[src/rtl/altair_pkg.sv]
// Shared definitions for the serial loader slice.
//   SYNC_BYTE   : first byte of every load frame
//   ld_state_e  : frame decoder states
//   rx_state_e  : serial receiver states
//   baud_div()  : rounded clocks per oversample tick
package altair_pkg;

    localparam logic [7:0] SYNC_BYTE = 8'h55;

    typedef enum logic [2:0] {
        IDLE,
        ADDR_H,
        ADDR_L,
        LEN,
        DATA,
        CHK
    } ld_state_e;

    typedef enum logic [2:0] {
        RX_IDLE,
        RX_START,
        RX_DATA,
        RX_STOP,
        RX_WAIT_HIGH
    } rx_state_e;

    function automatic int unsigned baud_div(input int unsigned clk_hz,
                                             input int unsigned baud,
                                             input int unsigned os);
        return (clk_hz + (baud * os) / 2) / (baud * os);
    endfunction

endpackage

[src/rtl/uart_rx_core.sv]
// 8N1 serial receiver: 2-FF synchronizer, oversample tick divider and
// mid-bit sampler.
//   clk, reset : system clock, async active-high reset
//   rx         : serial line, idle high, asynchronous to clk
//   rx_byte    : received byte, valid while rx_valid pulses
//   rx_valid   : one-clk pulse when a byte with a good stop bit arrives
//   frame_err  : one-clk pulse when the stop bit is sampled low
module uart_rx_core
    import altair_pkg::*;
#(
    parameter int unsigned CLK_HZ     = 50_000_000,
    parameter int unsigned BAUD       = 19_200,
    parameter int unsigned OVERSAMPLE = 16
) (
    input  logic       clk,
    input  logic       reset,
    input  logic       rx,
    output logic [7:0] rx_byte,
    output logic       rx_valid,
    output logic       frame_err
);

    localparam int unsigned DIV    = baud_div(CLK_HZ, BAUD, OVERSAMPLE);
    localparam int unsigned DIV_W  = (DIV > 1) ? $clog2(DIV) : 1;
    localparam int unsigned TICK_W = $clog2(OVERSAMPLE + 1);

    rx_state_e          state_q;
    logic               rx_meta_q, rx_sync_q, rx_prev_q;
    logic [DIV_W-1:0]   div_q;
    logic [TICK_W-1:0]  tick_q;
    logic [2:0]         bit_q;
    logic [7:0]         shift_q;
    logic               tick;

    assign tick = (div_q == DIV_W'(DIV - 1));

    always_ff @(posedge clk or posedge reset) begin
        if (reset) begin
            state_q   <= RX_IDLE;
            rx_meta_q <= 1'b1;
            rx_sync_q <= 1'b1;
            rx_prev_q <= 1'b1;
            div_q     <= '0;
            tick_q    <= '0;
            bit_q     <= '0;
            shift_q   <= '0;
            rx_byte   <= '0;
            rx_valid  <= 1'b0;
            frame_err <= 1'b0;
        end else begin
            rx_meta_q <= rx;
            rx_sync_q <= rx_meta_q;
            rx_prev_q <= rx_sync_q;
            rx_valid  <= 1'b0;
            frame_err <= 1'b0;
            div_q     <= tick ? '0 : div_q + 1'b1;
            if (tick) tick_q <= tick_q + 1'b1;

            case (state_q)
                RX_IDLE: begin
                    // Divider phase is aligned to the detected falling edge.
                    div_q  <= '0;
                    tick_q <= '0;
                    if (rx_prev_q && !rx_sync_q) state_q <= RX_START;
                end
                RX_START: begin
                    if (tick && tick_q == TICK_W'(OVERSAMPLE / 2 - 1)) begin
                        tick_q  <= '0;
                        bit_q   <= '0;
                        state_q <= rx_sync_q ? RX_IDLE : RX_DATA;
                    end
                end
                RX_DATA: begin
                    if (tick && tick_q == TICK_W'(OVERSAMPLE - 1)) begin
                        tick_q  <= '0;
                        shift_q <= {rx_sync_q, shift_q[7:1]};
                        bit_q   <= bit_q + 3'd1;
                        if (bit_q == 3'd7) state_q <= RX_STOP;
                    end
                end
                RX_STOP: begin
                    if (tick && tick_q == TICK_W'(OVERSAMPLE - 1)) begin
                        tick_q <= '0;
                        if (rx_sync_q) begin
                            rx_byte  <= shift_q;
                            rx_valid <= 1'b1;
                            state_q  <= RX_IDLE;
                        end else begin
                            frame_err <= 1'b1;
                            state_q   <= RX_WAIT_HIGH;
                        end
                    end
                end
                RX_WAIT_HIGH: begin
                    if (rx_sync_q) state_q <= RX_IDLE;
                end
                default: state_q <= RX_IDLE;
            endcase
        end
    end

endmodule

[src/rtl/serial_loader.sv]
// Serial load-frame decoder that writes host bytes straight into memory
// while holding the CPU off the bus.
// Frame: 0x55, AH, AL, LEN (0 = 256), DATA[LEN], CHK; sum of all but 0x55 is 0.
//   clk, reset  : system clock, async active-high reset
//   rx          : serial input from host
//   hlda, hold  : CPU bus grant handshake
//   mem_addr/mem_data/mem_we : memory write port, one-clk strobe
//   busy, done  : frame in progress / one-clk end-of-frame pulse
//   err_*       : sticky error flags, cleared by the next SYNC byte
module serial_loader
    import altair_pkg::*;
#(
    parameter int unsigned CLK_HZ       = 50_000_000,
    parameter int unsigned BAUD         = 19_200,
    parameter int unsigned OVERSAMPLE   = 16,
    parameter int unsigned TIMEOUT_CLKS = 50_000_000
) (
    input  logic        clk,
    input  logic        reset,
    input  logic        rx,
    input  logic        hlda,
    output logic        hold,
    output logic [15:0] mem_addr,
    output logic [7:0]  mem_data,
    output logic        mem_we,
    output logic        busy,
    output logic        done,
    output logic        err_chk,
    output logic        err_frame,
    output logic        err_overrun,
    output logic        err_timeout
);

    localparam int unsigned TO_W = $clog2(TIMEOUT_CLKS + 1);

    logic [7:0] rx_byte;
    logic       rx_valid, rx_ferr;

    uart_rx_core #(
        .CLK_HZ     (CLK_HZ),
        .BAUD       (BAUD),
        .OVERSAMPLE (OVERSAMPLE)
    ) u_rx (
        .clk       (clk),
        .reset     (reset),
        .rx        (rx),
        .rx_byte   (rx_byte),
        .rx_valid  (rx_valid),
        .frame_err (rx_ferr)
    );

    ld_state_e         state_q;
    logic [15:0]       addr_q;
    logic [8:0]        cnt_q;
    logic [7:0]        sum_q;
    logic [7:0]        pend_q;
    logic              pend_full_q;
    logic              chk_seen_q;
    logic [TO_W-1:0]   to_q;
    logic              hold_q, done_q;
    logic              err_chk_q, err_frame_q, err_overrun_q, err_timeout_q;
    logic              wr_fire, to_hit, abort;

    // The write strobe follows hlda combinationally so it can never be
    // asserted in a cycle where the grant is low.
    assign wr_fire = hold_q & hlda & pend_full_q;
    assign to_hit  = (to_q == TO_W'(TIMEOUT_CLKS - 1)) && !rx_valid;
    assign abort   = (state_q != IDLE) && (rx_ferr || to_hit);

    always_ff @(posedge clk or posedge reset) begin
        if (reset) begin
            state_q       <= IDLE;
            addr_q        <= '0;
            cnt_q         <= '0;
            sum_q         <= '0;
            pend_q        <= '0;
            pend_full_q   <= 1'b0;
            chk_seen_q    <= 1'b0;
            to_q          <= '0;
            hold_q        <= 1'b0;
            done_q        <= 1'b0;
            err_chk_q     <= 1'b0;
            err_frame_q   <= 1'b0;
            err_overrun_q <= 1'b0;
            err_timeout_q <= 1'b0;
        end else begin
            done_q <= 1'b0;
            if (wr_fire) begin
                addr_q      <= addr_q + 16'd1;
                pend_full_q <= 1'b0;
            end
            if (state_q == IDLE || rx_valid) to_q <= '0;
            else                             to_q <= to_q + 1'b1;
            if (rx_ferr) err_frame_q <= 1'b1;

            if (abort) begin
                if (!rx_ferr) err_timeout_q <= 1'b1;
                hold_q      <= 1'b0;
                pend_full_q <= 1'b0;
                state_q     <= IDLE;
            end else begin
                case (state_q)
                    IDLE: begin
                        if (rx_valid && rx_byte == SYNC_BYTE) begin
                            err_chk_q     <= 1'b0;
                            err_frame_q   <= 1'b0;
                            err_overrun_q <= 1'b0;
                            err_timeout_q <= 1'b0;
                            hold_q        <= 1'b1;
                            state_q       <= ADDR_H;
                        end
                    end
                    ADDR_H: if (rx_valid) begin
                        addr_q[15:8] <= rx_byte;
                        sum_q        <= rx_byte;
                        state_q      <= ADDR_L;
                    end
                    ADDR_L: if (rx_valid) begin
                        addr_q[7:0] <= rx_byte;
                        sum_q       <= sum_q + rx_byte;
                        state_q     <= LEN;
                    end
                    LEN: if (rx_valid) begin
                        cnt_q      <= (rx_byte == 8'd0) ? 9'd256 : {1'b0, rx_byte};
                        sum_q      <= sum_q + rx_byte;
                        chk_seen_q <= 1'b0;
                        state_q    <= DATA;
                    end
                    DATA: if (rx_valid) begin
                        // Counter tracks data bytes received (kept or dropped),
                        // so the CHK byte is never mistaken for data while the
                        // last data byte is still waiting for the bus.
                        sum_q <= sum_q + rx_byte;
                        cnt_q <= cnt_q - 9'd1;
                        if (pend_full_q && !wr_fire) begin
                            err_overrun_q <= 1'b1;
                        end else begin
                            pend_q      <= rx_byte;
                            pend_full_q <= 1'b1;
                        end
                        if (cnt_q == 9'd1) state_q <= CHK;
                    end
                    CHK: begin
                        if (rx_valid && !chk_seen_q) begin
                            sum_q      <= sum_q + rx_byte;
                            chk_seen_q <= 1'b1;
                        end
                        if (chk_seen_q && !pend_full_q) begin
                            err_chk_q <= (sum_q != 8'd0);
                            done_q    <= 1'b1;
                            hold_q    <= 1'b0;
                            state_q   <= IDLE;
                        end
                    end
                    default: state_q <= IDLE;
                endcase
            end
        end
    end

    assign hold        = hold_q;
    assign mem_addr    = addr_q;
    assign mem_data    = pend_q;
    assign mem_we      = wr_fire;
    assign busy        = (state_q != IDLE);
    assign done        = done_q;
    assign err_chk     = err_chk_q;
    assign err_frame   = err_frame_q;
    assign err_overrun = err_overrun_q;
    assign err_timeout = err_timeout_q;

endmodule

[config.mk]
export PLATFORM = sky130hd
export DESIGN_NAME = serial_loader
export DESIGN_NICKNAME = d
export VERILOG_FILES = /design/src/rtl/altair_pkg.sv /design/src/rtl/uart_rx_core.sv /design/src/rtl/serial_loader.sv
export SDC_FILE = /design/constraint.sdc
export NUM_CORES = 1
export LEC_CHECK = 0
export CAP_MARGIN = 5
export CORE_MARGIN = 3
export CORE_UTILIZATION = 67
export CTS_BUF_LIST = sky130_fd_sc_hd__clkbuf_8
export DETAILED_ROUTE_END_ITERATION = 8
export GPL_TIMING_DRIVEN = 0
export PLACE_DENSITY_LB_ADDON = 0.05
export SLEW_MARGIN = 20
export SYNTH_ARGS = -nofsm -noshare
export SYNTH_HDL_FRONTEND = slang
export SYNTH_SLANG_ARGS = --single-unit
export TNS_END_PERCENT = 50
[constraint.sdc]
create_clock -name clk -period 7.1 [get_ports clk]
set_input_delay 1.42 -clock clk [delete_from_list [all_inputs] [get_ports clk]]
set_output_delay 1.42 -clock clk [all_outputs]
set_load 0.01 [all_outputs]
# After elaboration in Yosys (flattened, before gate mapping)
# Index checks and enable logic that the tools add are counted.
# word_totals
reg_bits,118
in_bits,4
out_inout_bits,32
word_cells,195
# op_classes
addsub,7
eq_ne,38
muxes,76
n_bitwise,4
reduce_logical,45
# ops
cell,count
2-to-1 mux 8 bit,9
2-to-1 mux 3 bit,17
2-to-1 mux 16 bit,2
2-to-1 mux 1 bit,30
2-to-1 mux 9 bit,3
"adder 26 x 1 -> 26 bit, second input constant",1
"equality test 26 bit, second input constant",1
2-to-1 mux 26 bit,1
case mux 8 bit (3 select lines),1
"inequality test 2 x 1 -> 1 bit, second input constant",11
case mux 3 bit (6 select lines),1
case mux 9 bit (2 select lines),1
"adder 16 x 1 -> 16 bit, second input constant",1
AND reduction 4 bit,4
2-to-1 mux 5 bit,3
"inequality test 3 x 2 -> 1 bit, second input constant",5
case mux 3 bit (5 select lines),1
case mux 5 bit (3 select lines),1
nonzero test 2 bit,7
"equality test 3 x 2 -> 1 bit, second input constant",4
"equality test 3 bit, second input constant",4
AND reduction 3 bit,4
AND reduction 5 bit,2
"equality test 9 x 1 -> 1 bit, second input constant",1
other kinds (29),55

# Logic depth before layout (Yosys ltp)
# depth
word_depth,8
mapped_depth,9

# By module
# A second synthesis with hierarchy kept.
# unflattened
hier_cells,640
area_unflattened_um2,6306.0
# by_module_without_submodules
mod,n_inst,cells_per_inst,area_each_um2,seq_area_each_um2
serial_loader,1,489,4420.5,1951.9
uart_rx_core,1,151,1885.6,1004.7

# Least setup slack after synthesis
# OpenSTA, ideal clock, no wires.
# synth_path
path_kind,input to output
start,in hlda
end,out mem_we
arrival_time_ns,1.784
required_time_ns,5.680
path_slack_ns,3.896
stages,2
cell_sequence,and3_1 > clkbuf_1
# synth_via
elab_chain_cells,2
# synth_lines
item,line,text
from (decl),serial_loader.sv:21,"input logic hlda,"
AND 1 bit (2 in a row),serial_loader.sv:66,assign wr_fire = hold_q & hlda & pend_full_q;
to (decl),serial_loader.sv:25,"output logic mem_we,"
# Every way passes these cells.

# Worst setup path in the final report
# Ends and elaborated chain as after synthesis.

==> flow_metrics.env <==
export IMPL_synth_edff_count=0
export IMPL_syn_area_um2=6185
export IMPL_setup_ws_ns=2.819
export IMPL_vias_per_cell=6.048
export IMPL_grtUsageTotal=0.2772
export IMPL_regArea_um2=2957
export IMPL_clkPwrFrac=0.428
export IMPL_cts_resized=0
export IMPL_rows=34
export IMPL_crit_fanout=5
export IMPL_slew_violations=0
export IMPL_r2r_start="state_q[1]$_DFFE_PP0P_"
export IMPL_cts_setup_buffers=0
export IMPL_rsz0062_at_grt="no"
export IMPL_comb_power_share=0.059
export IMPL_dpl_cell_count=768
export IMPL_min_path_type="flop to flop"
export IMPL_syn_nets=646
export IMPL_insertion_delay_ns=0.43
export IMPL_critPathKind="primary input to output port"
export IMPL_cpPeakStageDelay_ns=0.58
export IMPL_drc=0
export IMPL_place_gp_congestion=0.8880
export IMPL_post_dp_hpwl_um=9016
export IMPL_utilization=0.8016
export IMPL_synth_top_area_frac=0.4653
export IMPL_startpoint_type="primary input"
export IMPL_hold_path_startpoint="u_rx.rx_meta_q$_DFF_PP1_"
export IMPL_dr_pass1_iters=5
export IMPL_p_sw_frac=0.2605
export IMPL_yosys_warnings=0
export IMPL_ys_seq_elements=118
export IMPL_syn_area_per_cell_um2=9.911
export IMPL_grt_start_max_net_pins=70
export IMPL_cts_buffers_inserted=17
export IMPL_ant_nets=0
export IMPL_clk_path_buf_depth=2
export IMPL_whs_path_depth=0
export IMPL_path_clk_slew_ns=0.07
export IMPL_setup_worst_path_end_class="output port"
export IMPL_synth_async_reset_ratio=1.000
export IMPL_grt_pass1_vias=4785
export IMPL_layout_nets=701
export IMPL_gr_total_overflow=0
export IMPL_cap_violations=0
export IMPL_power_mw=1.409
export IMPL_synth_top_family_by_area="simple AND/OR/NAND/NOR gates"
export IMPL_placed_area_um2=6703
export IMPL_cp_common_cell="clkdlybuf4s50_1"
export IMPL_r2r_setup_slack_ns=4.71
export IMPL_fillers=568
export IMPL_pin_count=36
export IMPL_synth_xor_area_frac=0.06939
export IMPL_antenna_found_initial=0
export IMPL_ys_types=64
export IMPL_dieArea_um2=10420
export IMPL_dp_slack_ns=2.815
export IMPL_tns_ns=0
export IMPL_drive_above_1_share=0.1228
export IMPL_cts_sinks=118
export IMPL_final_cell_area_um2=7093
export IMPL_min_period_over_period=0.6029
export IMPL_synthFlopType="dfrtp_1"
export IMPL_grt_pass1_wl_um=22830
export IMPL_synthCells=624
export IMPL_worst_ep_arrival_time_ns=2.86
export IMPL_port_buffer_count=35
export IMPL_required_ns=5.68
export IMPL_power_switching_mw=0.3671
export IMPL_r2r_end="cnt_q[5]$_DFFE_PP0P_"
export IMPL_htreeDepth=4
export IMPL_ff2ff_path_depth=8
export IMPL_root_buffer="clkbuf_8"
export IMPL_whs_endpoint="u_rx.rx_sync_q$_DFF_PP1_"
export IMPL_ys_seq_area_frac=0.4780
export IMPL_hold_buffers=0
export IMPL_wl_per_cell_um=16.62
export IMPL_synth_top_cell_by_area="dfrtp_1"
export IMPL_power_density_nw_per_um2=198.6
export IMPL_cts_tree="built"
export IMPL_irDropWorstVdd_uv=236.9
export IMPL_synth_mux_area_frac=0.08052
export IMPL_whs_ns=0.3601
export IMPL_worst_path_max_delay_cell="clkdlybuf4s50_1"
export IMPL_p_int_mw=1.042
export IMPL_chipHeight_um=102.1
export IMPL_synth_compound_area_share=0.09488
export IMPL_area_growth_pct=14.69
export IMPL_clock_skew_ns=0.01301
export IMPL_post_route_min_period_ns=4.281
export IMPL_path_cells="clkdlybuf4s50_1 > and3_1 > clkbuf_1 > clkdlybuf4s50_1"
export IMPL_wl_um=13300
export IMPL_die_x_um=102.1
export IMPL_fmax_mhz=233.6
export IMPL_finalHoldViolations=0
export IMPL_outcome="completed"
export IMPL_setup_violations=0
export IMPL_finalNonFillerCells=800
export IMPL_p_leak_nw=3.084
export IMPL_maxSlewHeadroom=0.3542
export IMPL_worstMarginPinSlew_ns=0.9605
export IMPL_multi_input_area_um2=3030
export IMPL_initial_utilization=0.6990
export IMPL_synth_area_leaders="dfrtp_1 47%, mux2_2 4.7%, nor2_1 4.6%"
export IMPL_synth_simple_area_share=0.2076
export IMPL_synthAdderAreaFrac=0.03763
export IMPL_drtIter0Drc=237
export IMPL_power_frac_seq=0.512
export IMPL_core_area_um2=8848
export IMPL_diodes=0
export IMPL_num_vias=4838
[routing by layer]
metal  global-route usage  vias up  share of wire
li1                     -     2318              -
met1               0.3600     2349           0.43
met2               0.4618      148           0.50
met3              0.06280       23          0.052
met4              0.09586        0          0.024
met5                    0        -              0
[cells in the final DEF (no fill, tap or decap), types with 4 or more instances in the layout]
cell	n
nand4_1	12
nor2b_1	8
nor4_1	12
buf_2	5
clkbuf_8	17
or3_1	6
nor2_1	75
nor3_1	21
clkdlybuf4s50_1	35
and3_1	10
ha_1	17
dfrtp_1	115
a211oi_1	4
mux2i_1	10
xor2_1	22
or4_1	5
inv_1	25
a21oi_1	26
mux2_2	26
clkinv_4	4
nor3b_1	5
nand2_1	42
o21ai_0	36
clkbuf_1	17
mux2_4	7
clkinvlp_4	4
xnor2_1	27
nand3_1	28
[critical path: cells and delay by family]
kind | cells | cell delay, ns
buffers and inverters | 3 | 1.29
and+or+nand+nor | 1 | 0.15
[synthesized netlist by cell type (all sizes together), types with 12 or more instances]
cell type and count:
ha 17, mux2 33, o21ai 37, nand3 28
inv 25, nor4 12, xnor2 27, a21oi 26
nor2 75, nand4 12, xor2 22, dfrtp 115
nor3 22, nand2 42, clkbuf 17
[sequential cells by signal, indices dropped and copies added, names as in the netlist, 3 cells and up]
register	flops
u_rx.div_q	8
u_rx.rx_byte	8
u_rx.bit_q	3
u_rx.state_q	3
to_q	26
sum_q	8
u_rx.shift_q	8
cnt_q	9
mem_data	8
state_q	3
u_rx.tick_q	5
mem_addr	16
[worst max path at each step]
stage	start	to	slack, ns
2_1_floorplan	reset	chk_seen_q$_DFFE_PP0P_	2.56
3_3_place_gp	reset	mem_addr[6]$_DFF_PP0_	1.04
3_5_place_dp	hlda	mem_we	2.81
4_1_cts	hlda	mem_we	2.81
5_1_grt	hlda	mem_we	2.71
6_report	hlda	mem_we	2.82
[power groups by stage]
stage / clock network, mW / registers, mW / logic [mW]
final: 0.603 / 0.722 / 0.0835
after global routing: 0.643 / 0.727 / 0.0971
after CTS: 0.610 / 0.722 / 0.0851
after detailed placement: 0 / 0.733 / 0.0834
after global placement: 0 / 0.733 / 0.0769
after floorplan: 0 / 0.728 / 0.0649
[final cells by class]
cell class	instances	share of cell area
buffer	24	0.01464
clock buffer	17	0.03299
clock inverter	15	0.02205
inverter	25	0.01394
multi-input combinational	457	0.4272
sequential	118	0.4168
tap	108	0.01905
timing repair buffer	36	0.05327
[cells by family (layout without fill, tap and decap cells)]
logic type / after synthesis / in the layout
AOI/OAI and AO/OA: 97 / 97
xor gates and xnor gates: 49 / 49
adders and majority gates: 18 / 18
buffers and inverters: 49 / 117
DFF: 118 / 118
muxes: 43 / 43
and+or+nand+nor: 250 / 250
Power figures use the tool's default switching activity.
